$ cat config.mk
export PLATFORM = sky130hd
export DESIGN_NAME = dmem_access_unit
export DESIGN_NICKNAME = d
export VERILOG_FILES = /design/src/rtl/dmem_access_unit.sv
export SDC_FILE = /design/constraint.sdc
export NUM_CORES = 1
export LEC_CHECK = 0
export ABC_CLOCK_PERIOD_IN_PS = 5800
export CAP_MARGIN = 20
export CORE_ASPECT_RATIO = 0.8
export CORE_MARGIN = 4
export CORE_UTILIZATION = 50
export DETAILED_ROUTE_END_ITERATION = 10
export PLACE_DENSITY = 0.84
export SYNTH_ARGS = -nofsm -noshare
export SYNTH_HDL_FRONTEND = slang
export SYNTH_SLANG_ARGS = --single-unit
$ cat constraint.sdc
create_clock -name clk -period 5.8 [get_ports clk]
set_input_delay 1.16 -clock clk [delete_from_list [all_inputs] [get_ports clk]]
set_output_delay 1.16 -clock clk [all_outputs]
set_load 0.02 [all_outputs]
$ cat src/rtl/dmem_access_unit.sv
// Data-memory access unit: turns MEM-stage load/store requests into word-aligned
// req/ack bus transactions, extends load data and stalls the pipeline meanwhile.
module dmem_access_unit #(
  parameter int TIMEOUT = 16,
  parameter int CNT_W   = 5
) (
  input  logic        clk,
  input  logic        reset,
  input  logic        mem_r,
  input  logic        mem_w,
  input  logic [31:0] Addr_in,
  input  logic [31:0] Wdata_in,
  input  logic [2:0]  DMType,
  output logic        stall,
  output logic [31:0] ld_data,
  output logic        done,
  output logic        misalign,
  output logic        bus_err,
  output logic        mem_req,
  output logic        mem_we,
  output logic [31:0] mem_addr,
  output logic [3:0]  mem_be,
  output logic [31:0] mem_wdata,
  input  logic [31:0] mem_rdata,
  input  logic        mem_ack
);

  localparam logic [1:0] IDLE   = 2'd0;
  localparam logic [1:0] BUSY   = 2'd1;
  localparam logic [1:0] S_DONE = 2'd2;

  logic [1:0]       state_reg;
  logic [CNT_W-1:0] count_reg;
  logic [2:0]       type_reg;
  logic [1:0]       off_reg;

  logic        req;
  logic        is_half;
  logic        is_byte;
  logic        aligned;
  logic        accept;
  logic [3:0]  be_next;
  logic [31:0] wdata_next;
  logic [15:0] half_sel;
  logic [7:0]  byte_sel;
  logic [31:0] ld_next;

  assign req     = mem_r | mem_w;
  assign is_half = (DMType == 3'b001) || (DMType == 3'b010);
  assign is_byte = (DMType == 3'b011) || (DMType == 3'b100);
  // Codes 101-111 fall through to word handling.
  assign aligned = is_byte | (is_half & ~Addr_in[0]) | (~is_half & ~is_byte & (Addr_in[1:0] == 2'b00));
  assign accept   = (state_reg == IDLE) & req & aligned;
  assign misalign = (state_reg == IDLE) & req & ~aligned;
  assign stall    = accept | (state_reg == BUSY);

  always_comb begin
    be_next    = 4'b1111;
    wdata_next = Wdata_in;
    if (is_half) begin
      be_next    = 4'b0011 << Addr_in[1:0];
      wdata_next = {2{Wdata_in[15:0]}};
    end else if (is_byte) begin
      be_next    = 4'b0001 << Addr_in[1:0];
      wdata_next = {4{Wdata_in[7:0]}};
    end
  end

  assign half_sel = mem_rdata[{off_reg[1], 4'b0000} +: 16];
  assign byte_sel = mem_rdata[{off_reg, 3'b000} +: 8];

  always_comb begin
    case (type_reg)
      3'b001:  ld_next = {{16{half_sel[15]}}, half_sel};
      3'b010:  ld_next = {16'h0000, half_sel};
      3'b011:  ld_next = {{24{byte_sel[7]}}, byte_sel};
      3'b100:  ld_next = {24'h000000, byte_sel};
      default: ld_next = mem_rdata;
    endcase
  end

  always_ff @(posedge clk) begin
    if (reset) begin
      state_reg <= IDLE;
      count_reg <= '0;
      type_reg  <= 3'b000;
      off_reg   <= 2'b00;
      mem_req   <= 1'b0;
      mem_we    <= 1'b0;
      mem_addr  <= 32'h0;
      mem_be    <= 4'h0;
      mem_wdata <= 32'h0;
      ld_data   <= 32'h0;
      done      <= 1'b0;
      bus_err   <= 1'b0;
    end else begin
      case (state_reg)
        IDLE: begin
          done    <= 1'b0;
          bus_err <= 1'b0;
          if (accept) begin
            state_reg <= BUSY;
            count_reg <= '0;
            type_reg  <= DMType;
            off_reg   <= Addr_in[1:0];
            mem_req   <= 1'b1;
            mem_we    <= mem_w;
            mem_addr  <= {Addr_in[31:2], 2'b00};
            mem_be    <= be_next;
            mem_wdata <= wdata_next;
          end
        end
        BUSY: begin
          if (mem_ack) begin
            state_reg <= S_DONE;
            mem_req   <= 1'b0;
            done      <= 1'b1;
            if (!mem_we) ld_data <= ld_next;
          end else if (count_reg == CNT_W'(TIMEOUT - 1)) begin
            state_reg <= S_DONE;
            mem_req   <= 1'b0;
            done      <= 1'b1;
            bus_err   <= 1'b1;
            ld_data   <= 32'h0;
          end else begin
            count_reg <= count_reg + CNT_W'(1);
          end
        end
        S_DONE: begin
          // Unconditional return; a request still held here is not re-accepted.
          state_reg <= IDLE;
          done      <= 1'b0;
          bus_err   <= 1'b0;
        end
        default: state_reg <= IDLE;
      endcase
    end
  end

endmodule

Yosys cells after proc, flatten, opt, wreduce, memory -nomap -nowiden
Index checks and enable logic that the tools add are counted.
Word-level totals
  bits in registers: 114
  input bits: 104
  logic and storage cells: 88
Cells by class
  add/sub/neg operators: 1
  eq/ne operators: 17
  shift-type cells: 4
  muxes and demuxes: 25
  bitwise gates (word level): 14
  reductions and logical operators: 15
Operators by type and width (count)
  $mux 32: 5
  $pmux 32 s4: 1
  $shiftx 32x6->16: 1
  $shiftx 32x6->8: 1
  $mux 5: 3
  $eq 3x2->1 const B: 4
  $pmux 5 s2: 1
  $reduce_and 3->1: 3
  $mux 4: 2
  $ne 2x2->1 const B: 4
  $and 1x1->1: 6
  $eq 3x1->1 const B: 2
  $eq 3x3->1 const B: 2
  $mux 1: 6
  $mux 2: 3
  $pmux 1 s2: 3
  $reduce_and 2->1: 3
  $reduce_bool 2->1: 3
  $add 5x1->5 const B: 1
  $eq 5x4->1 const B: 1
  $logic_not 2->1: 2
  $not 1->1: 4
  $or 1x1->1: 4
  $pmux 2 s2: 1
  9 further kinds: 10

Longest topological paths before layout
  word-level depth: 9
  depth in mapped cells: 9
  depth with buffers taken out: 7

Least setup slack after synthesis
No wires, ideal clock.
  kind: input to output
  start point: in DMType[1]
  end point: out misalign
  data arrival time: 2626 ps
  slack: 2014 ps
  stages: 6
  path buffers: 3
  path through: buf_2 -> or3_4 -> buf_6 -> a21o_4 -> clkbuf_1 -> a21oi_1
On the way
  word-level cells in the longest chain between the ends: 8
RTL lines
  from (decl): RTL line 13  | input logic [2:0] DMType,
  $eq 3x1->1, or another cell as far along: RTL line 49  | assign is_half = (DMType == 3'b001) || (DMType == 3'b010);
  $logic_or 1x1->1, on equally long branches: RTL line 49, 50
  $not 1->1: RTL line 52  | assign aligned = is_byte | (is_half & ~Addr_in[0]) | (~is_half & ~is_byte & (Addr_in[1:0] == 2'b00));
  $and 1x1->1 (2 in series): RTL line 52
  $or 1x1->1 (*): RTL line 52
  $not 1->1 (*): RTL line 54  | assign misalign = (state_reg == IDLE) & req & ~aligned;
  $and 1x1->1 (*): RTL line 54
  to (decl): RTL line 17  | output logic misalign,
Mark *: on every way between the ends. The rest lies on a longest branch, timed or not.

Worst setup path after layout
  start point: in DMType[1]
  end point: out stall
On the way
  word-level cells in the longest chain between the ends: 8
RTL lines
  $eq 3x1->1, or another cell as far along: RTL line 49
  $logic_or 1x1->1, on equally long branches: RTL line 49, 50
  $not 1->1: RTL line 52
  $and 1x1->1 (2 in series): RTL line 52
  $or 1x1->1 (*): RTL line 52
  $and 1x1->1 (*): RTL line 53  | assign accept = (state_reg == IDLE) & req & aligned;
  $or 1x1->1 (*): RTL line 55  | assign stall = accept | (state_reg == BUSY);
  to (decl): RTL line 14  | output logic stall,
Marks and branches as above.

==> run_results.csv <==
group,metric,value,unit
run_status,status,"complete, no violations",
detailed_routing,vias,6611,
power,intPower,1.86,mW
logic_synthesis,synthCells,682,
worst_setup_path,worst-path-max-fanout,12,
logic_synthesis,synthDistinctLibCells,71,
worst_setup_path,rr_worst_depth,4,
global_route,track_usage,28.8,%
timing,setup_viol,0,
worst_setup_path,path_cells,"clkdlybuf4s50_1 -> xor2_1 -> nand3_2 -> nand3_2 -> nand2_1 -> clkdlybuf4s50_1",
clock_network,cts_setup_buffers,0,
timing,finalClockSkew,5.20,ps
logic_synthesis,synth_top_cell_by_area,"dfxtp_1",
logic_synthesis,synth_area,6240,um^2
layout,fin_area,8770,um^2
layout,layout_common_cells,"206 x clkdlybuf4s50_1, 114 x dfxtp_1, 49 x o31ai_1",
global_route,grt_use_met1,36.9,%
floorplan,start_util,51.1,%
layout,final_core_util,71.8,%
power,ir_drop,0.237,mV
worst_setup_path,cp_slowest_cell,"clkdlybuf4s50_1",
worst_setup_path,critPathBufInv,2,
logic_synthesis,yosysTopAreaCellShare,36.6,%
detailed_routing,ant_nets,0,
layout,fin_cells,1021,
logic_synthesis,syn_area_per_cell,9.15,um^2
worst_setup_path,required,4640,ps
power,p_sw_share,30.7,%
timing,slew_viol_final,0,
timing,holdWs,461,ps
clock_network,cts_tree,"yes",
timing,setup_tns,0,ps
flow_run,max_cap_viol_count,0,
timing,fin_ws,919,ps
worst_hold_path,hp-class,"reg -> reg",
clock_network,clockBufferDepth,2,
layout,fill_cells,911,
global_route,grt.busiest_layer,"met2",
placed_design,io_buffer_count,207,
clock_network,cts_num_sinks,114,
placed_design,placed_area,8130,um^2
power,p_sw,0.824,mW
global_route,grt_first_pass_wirelength,33400,um
floorplan,die_w,133,um
logic_synthesis,ys_warn_count,0,
timing,hold_viol_final,0,
logic_synthesis,synth-seq-area-share,36.6,%
layout,final_common_cell,"clkdlybuf4s50_1",
clock_network,path_clk_slew,60,ps
power,clkPwrFrac,41.2,%
logic_synthesis,async_reset_ff_share,0,%
global_route,met3_usage,10.5,%
power,pwr-share-seq,33.8,%
timing,slew_headroom,27.7,%
detailed_routing,viasPerCell,6.48,
clock_network,cts_made_buffers,17,
layout,syn2layout_area_growth,40.6,%
floorplan,die_y,108,um
clock_network,cts_hold_buffers,0,
detailed_routing,wl_per_cell,21.0,um
worst_setup_path,max_stage_delay,660,ps
timing,grt_setup_unrepaired,"no",
clock_network,ctsResizeCount,0,
power,p_leak,2.99,nW
detailed_routing,dr.pass1.iters,6,
floorplan,rows,36,
worst_setup_path,start_kind,"input port",
detailed_routing,wirelength,21500,um
placed_design,gp_congestion,0.914,
power,p_per_area,306,nW/um^2
timing,fin_crit_sh,84.2,%
global_route,antenna_found_initial,0,
detailed_routing,drc,0,
floorplan,die_area,14300,um^2
worst_setup_path,cp-end-kind,"primary output",
global_route,grt_pass1_vias,6290,
layout,diodes,0,
detailed_routing,drt_iter0_markers,690,
global_route,grt_max_degree,76,
layout,drive_above_1_share,13.4,%
worst_hold_path,hold_path_depth,1,
timing,finalCriticalPeriod,4880,ps
power,total_power,2.68,mW
placed_design,dp.cells,988,
logic_synthesis,synthTopCellsByArea,"dfxtp_1 37%, o31ai_1 5.9%, a21oi_2 5.8%, nand4_1 4.3%, o21ai_0 2.5%",
clock_network,clkLatencyLatePin,410,ps
global_route,grt.overflow.total,0,
global_route,use_met2,44.8,%
placed_design,dp_hpwl,14400,um
logic_synthesis,synth-main-ff-cell,"dfxtp_1",
timing,worstMarginPinSlew,1080,ps
layout,reg.largest.list,"ld_data (32), mem_wdata (32), mem_addr (30)",
floorplan,coreArea,12200,um^2
logic_synthesis,synth-edff-count,0,
clock_network,cts-root-buf,"clkbuf_16",
worst_setup_path,critical_path_class,"in -> out",
timing,fmax,205,MHz
worst_setup_path,crit_family,"buffers and inverters",
floorplan,io_pins,210,
placed_design,pre_cts_ws,930,ps
power,p_comb_share,25.0,%
clock_network,htree_levels,4,
worst_setup_path,cp.arrival,3720,ps
layout,fin_nets,947,
logic_synthesis,ys_seq_elements,114,
worst_setup_path,crit_cells,6,
-- logic make-up after synthesis --
group	share of synthesized area (%)
AND/OR/NAND/NOR	15.6
multiplexers	2.81
buffers and inverters	8.00
AO/OA/AOI/OAI	35.3
adder cells (fa/ha/maj)	1.20
flip-flops	36.6
other	0.0601
XOR/XNOR	0.421
-- layer usage --
metal / up-vias / wire, um
li1: 2991 / -
met5: - / 0
met4: 0 / 691
met3: 65 / 2310
met2: 389 / 9700
met1: 3166 / 8780
-- power groups by stage --
stage / clock network, mW / registers, mW / logic (mW)
2_1_floorplan: 0 / 0.973 / 0.335
3_3_place_gp: 0 / 0.917 / 0.640
3_5_place_dp: 0 / 0.921 / 0.655
4_1_cts: 1.11 / 0.906 / 0.660
5_1_grt: 1.15 / 0.915 / 0.709
6_report: 1.11 / 0.908 / 0.669
-- cells in the mapped netlist (all sizes together), types with 8 or more instances --
cell,count
nand2b,8
o31ai,49
o2bb2ai,17
nor2b,8
nor2,8
a31oi,24
nand4,43
inv,8
o21a,10
buf,42
a2111oi,9
o21ai,44
nand3,31
a21oi,59
and3,10
a311oi,25
nand2,30
dfxtp,114
a22o,8
clkbuf,38
mux2i,13
-- final timing paths --
path / start / end / slack [ps]
max reg2reg: off_reg[0]$_SDFFE_PP0P_ / ld_data[10]$_SDFFE_PP0P_ / 3180
min reg2reg: ld_data[24]$_SDFFE_PP0P_ / ld_data[24]$_SDFFE_PP0P_ / 460
max: DMType[1] / stall / 920
min: ld_data[24]$_SDFFE_PP0P_ / ld_data[24]$_SDFFE_PP0P_ / 460
-- cell type report --
| type | count | area (um^2) | share of cell area [%] |
|---|---|---|---|
| clock buffers | 19 | 433 | 4.94 |
| clock inverters | 13 | 184 | 2.10 |
| inverters | 9 | 33.8 | 0.385 |
| multi-input cells | 480 | 3480 | 39.7 |
| flip-flops and latches | 114 | 2280 | 26.0 |
| well taps | 171 | 214 | 2.44 |
| repair buffers | 215 | 2140 | 24.4 |
Note: power is estimated with default switching activity, not from simulation.
